$ cat src/rtl/mul_div_unit_pkg.sv
// Shared encodings for the iterative multiply/divide unit: operation codes and FSM states.
package mul_div_unit_pkg;

    typedef enum logic [1:0] {
        MDU_MULT  = 2'b00,
        MDU_MULTU = 2'b01,
        MDU_DIV   = 2'b10,
        MDU_DIVU  = 2'b11
    } mdu_op_e;

    typedef enum logic [1:0] {
        StIdle = 2'b00,
        StRun  = 2'b01,
        StFix  = 2'b10
    } mdu_state_e;

endpackage

$ cat src/rtl/mul_div_unit.sv
// Iterative MULT/MULTU/DIV/DIVU unit with architectural HI/LO registers and MTHI/MTLO writes.
// Operands are reduced to magnitudes at launch; the sign is restored in the final FIX cycle.
module mul_div_unit
    import mul_div_unit_pkg::*;
#(
    parameter int unsigned WIDTH = 32
) (
    input  logic             clk,
    input  logic             rst,
    input  logic             start,
    input  logic [1:0]       op,
    input  logic [WIDTH-1:0] a,
    input  logic [WIDTH-1:0] b,
    input  logic             cancel,
    input  logic             hi_we,
    input  logic             lo_we,
    input  logic [WIDTH-1:0] wdata,
    output logic             busy,
    output logic             done,
    output logic             dz,
    output logic [WIDTH-1:0] hi,
    output logic [WIDTH-1:0] lo
);

    localparam int unsigned CW = (WIDTH > 1) ? $clog2(WIDTH) : 1;

    function automatic logic [WIDTH-1:0] abs_w(input logic [WIDTH-1:0] x, input logic is_signed);
        return (is_signed && x[WIDTH-1]) ? -x : x;
    endfunction

    function automatic logic [WIDTH-1:0] neg_w(input logic [WIDTH-1:0] x, input logic en);
        return en ? -x : x;
    endfunction

    function automatic logic [2*WIDTH-1:0] neg_2w(input logic [2*WIDTH-1:0] x, input logic en);
        return en ? -x : x;
    endfunction

    mdu_state_e         state_q, state_d;
    logic [CW-1:0]      cnt_q, cnt_d;
    logic [2*WIDTH-1:0] acc_q, acc_d;
    logic [WIDTH-1:0]   opnd_q, opnd_d;
    logic               is_div_q, is_div_d;
    logic               neg_q, neg_d;
    logic               rem_neg_q, rem_neg_d;
    logic               div_zero_q, div_zero_d;
    logic [WIDTH-1:0]   hi_q, hi_d;
    logic [WIDTH-1:0]   lo_q, lo_d;
    logic               done_q, done_d;
    logic               dz_q, dz_d;

    logic               signed_op;
    logic [WIDTH-1:0]   a_mag, b_mag;
    logic [WIDTH:0]     mul_sum;
    logic [2*WIDTH-1:0] mul_next;
    logic [WIDTH:0]     div_part, div_diff;
    logic               div_ge;
    logic [2*WIDTH-1:0] div_next;
    logic [WIDTH-1:0]   quo, rem;

    assign signed_op = ~op[0];
    assign a_mag     = abs_w(a, signed_op);
    assign b_mag     = abs_w(b, signed_op);

    // Multiply: acc = {partial, multiplier}; add multiplicand on the low bit, then shift right.
    assign mul_sum  = {1'b0, acc_q[2*WIDTH-1:WIDTH]} + (acc_q[0] ? {1'b0, opnd_q} : '0);
    assign mul_next = {mul_sum, acc_q[WIDTH-1:1]};

    // Divide: acc = {remainder, dividend/quotient}; shift in one dividend bit, trial-subtract.
    assign div_part = {acc_q[2*WIDTH-1:WIDTH], acc_q[WIDTH-1]};
    assign div_diff = div_part - {1'b0, opnd_q};
    assign div_ge   = (div_part >= {1'b0, opnd_q});
    assign div_next = {(div_ge ? div_diff[WIDTH-1:0] : div_part[WIDTH-1:0]),
                       acc_q[WIDTH-2:0], div_ge};

    assign quo = acc_q[WIDTH-1:0];
    assign rem = acc_q[2*WIDTH-1:WIDTH];

    always_comb begin
        state_d    = state_q;
        cnt_d      = cnt_q;
        acc_d      = acc_q;
        opnd_d     = opnd_q;
        is_div_d   = is_div_q;
        neg_d      = neg_q;
        rem_neg_d  = rem_neg_q;
        div_zero_d = div_zero_q;
        hi_d       = hi_q;
        lo_d       = lo_q;
        done_d     = 1'b0;
        dz_d       = dz_q;

        unique case (state_q)
            StIdle: begin
                if (hi_we) hi_d = wdata;
                if (lo_we) lo_d = wdata;
                if (start && !cancel) begin
                    state_d    = StRun;
                    cnt_d      = '0;
                    is_div_d   = op[1];
                    acc_d      = {{WIDTH{1'b0}}, (op[1] ? a_mag : b_mag)};
                    opnd_d     = op[1] ? b_mag : a_mag;
                    neg_d      = signed_op & (a[WIDTH-1] ^ b[WIDTH-1]);
                    rem_neg_d  = signed_op & a[WIDTH-1];
                    div_zero_d = op[1] & (b == '0);
                    dz_d       = 1'b0;
                end
            end
            StRun: begin
                if (cancel) begin
                    state_d = StIdle;
                end else begin
                    acc_d = is_div_q ? div_next : mul_next;
                    cnt_d = cnt_q + CW'(1);
                    if (cnt_q == CW'(WIDTH - 1)) state_d = StFix;
                end
            end
            StFix: begin
                state_d = StIdle;
                if (!cancel) begin
                    done_d = 1'b1;
                    dz_d   = div_zero_q;
                    if (is_div_q) begin
                        // Divide by zero: remainder path already reproduces a; quotient forced.
                        lo_d = div_zero_q ? '1 : neg_w(quo, neg_q);
                        hi_d = neg_w(rem, rem_neg_q);
                    end else begin
                        {hi_d, lo_d} = neg_2w(acc_q, neg_q);
                    end
                end
            end
            default: state_d = StIdle;
        endcase
    end

    always_ff @(posedge clk or posedge rst) begin
        if (rst) begin
            state_q    <= StIdle;
            cnt_q      <= '0;
            acc_q      <= '0;
            opnd_q     <= '0;
            is_div_q   <= 1'b0;
            neg_q      <= 1'b0;
            rem_neg_q  <= 1'b0;
            div_zero_q <= 1'b0;
            hi_q       <= '0;
            lo_q       <= '0;
            done_q     <= 1'b0;
            dz_q       <= 1'b0;
        end else begin
            state_q    <= state_d;
            cnt_q      <= cnt_d;
            acc_q      <= acc_d;
            opnd_q     <= opnd_d;
            is_div_q   <= is_div_d;
            neg_q      <= neg_d;
            rem_neg_q  <= rem_neg_d;
            div_zero_q <= div_zero_d;
            hi_q       <= hi_d;
            lo_q       <= lo_d;
            done_q     <= done_d;
            dz_q       <= dz_d;
        end
    end

    assign busy = (state_q != StIdle);
    assign done = done_q;
    assign dz   = dz_q;
    assign hi   = hi_q;
    assign lo   = lo_q;

endmodule

$ cat config.mk
export PLATFORM = sky130hd
export DESIGN_NAME = mul_div_unit
export DESIGN_NICKNAME = d
export VERILOG_FILES = /design/src/rtl/mul_div_unit_pkg.sv /design/src/rtl/mul_div_unit.sv
export SDC_FILE = /design/constraint.sdc
export NUM_CORES = 1
export LEC_CHECK = 0
export BUFFER_PORTS_ARGS = -buffer_cell sky130_fd_sc_hd__buf_2
export CAP_MARGIN = 5
export CELL_PAD_IN_SITES_DETAIL_PLACEMENT = 1
export CELL_PAD_IN_SITES_GLOBAL_PLACEMENT = 1
export CORE_UTILIZATION = 45
export DETAILED_ROUTE_END_ITERATION = 7
export MAX_ROUTING_LAYER = met4
export PLACE_DENSITY_LB_ADDON = 0.3
export SETUP_SLACK_MARGIN = 0.5
export SLEW_MARGIN = 20
export SYNTH_ARGS = -nofsm -noshare
export SYNTH_HDL_FRONTEND = slang
export SYNTH_SLANG_ARGS = --single-unit
$ cat constraint.sdc
create_clock -name clk -period 7.6 [get_ports clk]
set_input_delay 1.14 -clock clk [delete_from_list [all_inputs] [get_ports clk]]
set_output_delay 1.14 -clock clk [all_outputs]
set_load 0.05 [all_outputs]
==> out/results.ini <==
[clocking]
ctsLongestPathBuffers = 2
clkLatencyLatePin_ns = 0.47
cts_buffers = 17
postCtsHoldBufs = 0
cts_tree = built
post-cts-setup-buffers = 0
cts.sinks = 173
clk_pin_slew_ns = 0.08
htree_levels = 4
cts_root_buf = clkbuf_16
cts_resized = 0

[pwr]
irDropWorstVdd_mv = 0.225
p_sw_share_pct = 52.1
pwr-share-clk_pct = 15.5
internal-power_w = 0.00306
p_leak_nw = 7.44
seq_power_share_pct = 26.1
p_sw_w = 0.00333
comb_power_share_pct = 58.4
powerDensity_nw_per_um2 = 381

[die]
rows = 66
start_util_pct = 45.9
core_area_um2 = 32700
die-area_um2 = 34100
num_io_pins = 171
die_y_um = 185
die_w_um = 185

[status]
status = complete, no violations

[sta]
worst_pin_slew_ns = 1.14
max_slew_margin_pct = 23.8
fin_crit_ns = 4.42
max_freq_ghz = 0.226
slew_viol_final = 0
fin_crit_sh_pct = 58.2
setup_tns_ns = 0
clock_skew_ns = 0.0209
finalSetupViolCount = 0
timing_hold_violations_final = 0
rsz0062_at_grt = no

[placement]
gp_congestion = 0.957
dpl.cell_count = 2433
numPortBuffers = 170
dp_hpwl_mm = 46.1

[final_layout]
final_common_cell = nand2_1
nets = 2186
syn2layout_area_growth_pct = 11.7
num_antenna_cells = 0
fin_cells = 2465
final_cell_mix = nand2_1 (214), nor2_1 (205), o21ai_0 (172), dfrtp_1 (172), buf_2 (170)
drive_gt1_share_pct = 12.8

[logic_synthesis]
avgSynthCellArea_um2 = 7.80
synthCells = 1925
yosys.cell_types.count = 74
synth-edff-count = 0
synth_area_um2 = 15000
synth_seq_cells = 173
yosys.area.top_type = dfrtp_1
async_flop_share_pct = 100
synth_fp_nets = 2101
synth_flop_cell = dfrtp_1
yosys_warnings = 0
yosysSeqAreaShare_pct = 28.8
synth_area_leaders = dfrtp_1 (29%), xnor2_1 (7.1%), ha_1 (5.8%)
yosysTopAreaCellShare_pct = 28.8

[setup_path]
path_delay_family = compound AO/OA/AOI/OAI gates
crit_type = flop to flop
reg2reg_slack_ns = 3.18
max_stage_delay_ns = 0.84
cp_cell_sequence = inv_1 > nor2_1 > ha_1 > a21o_1 > a221o_1 > o31ai_1 > o21ai_0 > o31a_1 > o31ai_1 > xnor2_1 > a222oi_1 > o21ai_0
cp_data_arrival_time_ns = 4.74
critical_path.max_fanout = 31
critPathCaptureType = flop
cp_slowest_cell = inv_1
cp-start-kind = flop
crit_buf_inv = 1
worstPathRequired_ns = 7.92

[min_path]
hold_class = flop to flop

[global_route]
grt_pass1_vias = 15429
grt_pass1_wl_mm = 91.7
grt_start_max_net_pins = 65
antenna_found_initial = 1
grt_overflow = 0
grtUsageTotal_pct = 36.5

[drt]
wl_mm = 59.6
num_vias = 15350
drtIter0Drc = 1297
drcViolationCount = 0
viasPerCell = 6.23
drtAntennaViolNets = 0
dr.pass1.iters = 5
wl_per_cell_um = 24.2

[flow_run]
cap_violations = 0

[cells by family (layout without fill, tap and decap cells)]
logic type	after synthesis	count (layout)	synth area share (%)
mux	87	87	5.85
xor+xnor	175	175	10.2
simple gates	633	633	19.6
compound gates	596	596	24.6
buf+inv	189	287	4.87
fa+ha+maj	72	72	6.10
flops	173	173	28.8
[final timing paths]
kind | startpoint | end | cells after the start
hold / removal | lo[9] | lo[9] | 2
setup / recovery | acc_q[0] | acc_q[59] | 12
max in group asynchronous | rst | is_div_q | 3
hold reg to reg | lo[9] | lo[9] | 2
min in group asynchronous | rst | lo[11] | 2
setup reg to reg | acc_q[0] | acc_q[59] | 12
[worst register-to-register path, delay by kind of cell (launching register included)]
kind | cells | cell delay, ns
AOI/OAI and AO/OA | 8 | 2.28
adders and majority gates | 1 | 0.41
DFF | 1 | 0.47
and+or+nand+nor | 1 | 0.17
xor gates and xnor gates | 1 | 0.11
buffers and inverters | 1 | 0.84
[cell type report]
| class | count | area, µm² |
|---|---|---|
| Clock buffer | 17 | 425 |
| Timing Repair Buffer | 188 | 986 |
| Inverter | 67 | 256 |
| Fill cell | 4129 | 15900 |
| Multi-Input combinational cell | 1563 | 10000 |
| Clock inverter | 15 | 211 |
| Sequential cell | 173 | 4330 |
| Tap cell | 442 | 553 |
[synthesized netlist by cell type (all sizes together), types with 6 or more instances]
cell type / n
a21o: 29
nor2b: 15
o21ai: 177
nand2: 214
xnor2: 121
mux2i: 81
o211ai: 23
nor2: 206
buf: 18
nand2b: 21
o22ai: 34
ha: 70
or3: 16
mux2: 6
o31ai: 30
nand3b: 6
xor2: 54
nand3: 26
clkbuf: 104
nor4: 13
a211oi: 12
nor3: 35
o41ai: 16
a22o: 8
or4: 26
o221ai: 12
nand4: 13
a22oi: 12
a21oi: 170
inv: 67
o21a: 11
a221oi: 8
or2: 7
a31oi: 14
dfrtp: 173
and3: 13
[flip-flops by register name (all words and copies together) (netlist names)]
signal	cells
rem_neg_q	1
div_zero_q	1
neg_q	1
dz	1
cnt_q	5
hi	32
opnd_q	32
acc_q	64
is_div_q	1
lo	32
done	1
state_q	2
[layer usage]
metal	global-route usage, %	share of wire (%)	vias up
li1	-	-	7095
met1	48.7	44	7600
met2	56.2	45	553
met3	3.97	6.6	102
met4	14.9	3.9	0
met5	-	0	-
[power groups by stage]
stage          clock network, W  logic [W]  registers (W)
2_1_floorplan                 0    0.00261        0.00157
3_3_place_gp                  0    0.00356        0.00163
3_5_place_dp                  0    0.00366        0.00165
4_1_cts                0.000990    0.00369        0.00164
5_1_grt                 0.00103    0.00405        0.00169
6_report               0.000991    0.00373        0.00167
[per-stage QoR]
stage                     hold WS (ns)  setup WS [ns]  total power (W)  instance area [µm²]  util, %
after floorplan                  0.445           1.77          0.00418                15000        -
after global placement           0.455           3.35          0.00520                16100     49.4
after detailed placement         0.467           3.26          0.00531                16100     49.4
after CTS                        0.488           3.23          0.00632                16800     51.3
after global routing             0.509           2.93          0.00677                16800     51.3
final                            0.484           3.18          0.00639                16800     51.3
(Power assumes the default switching activity.)
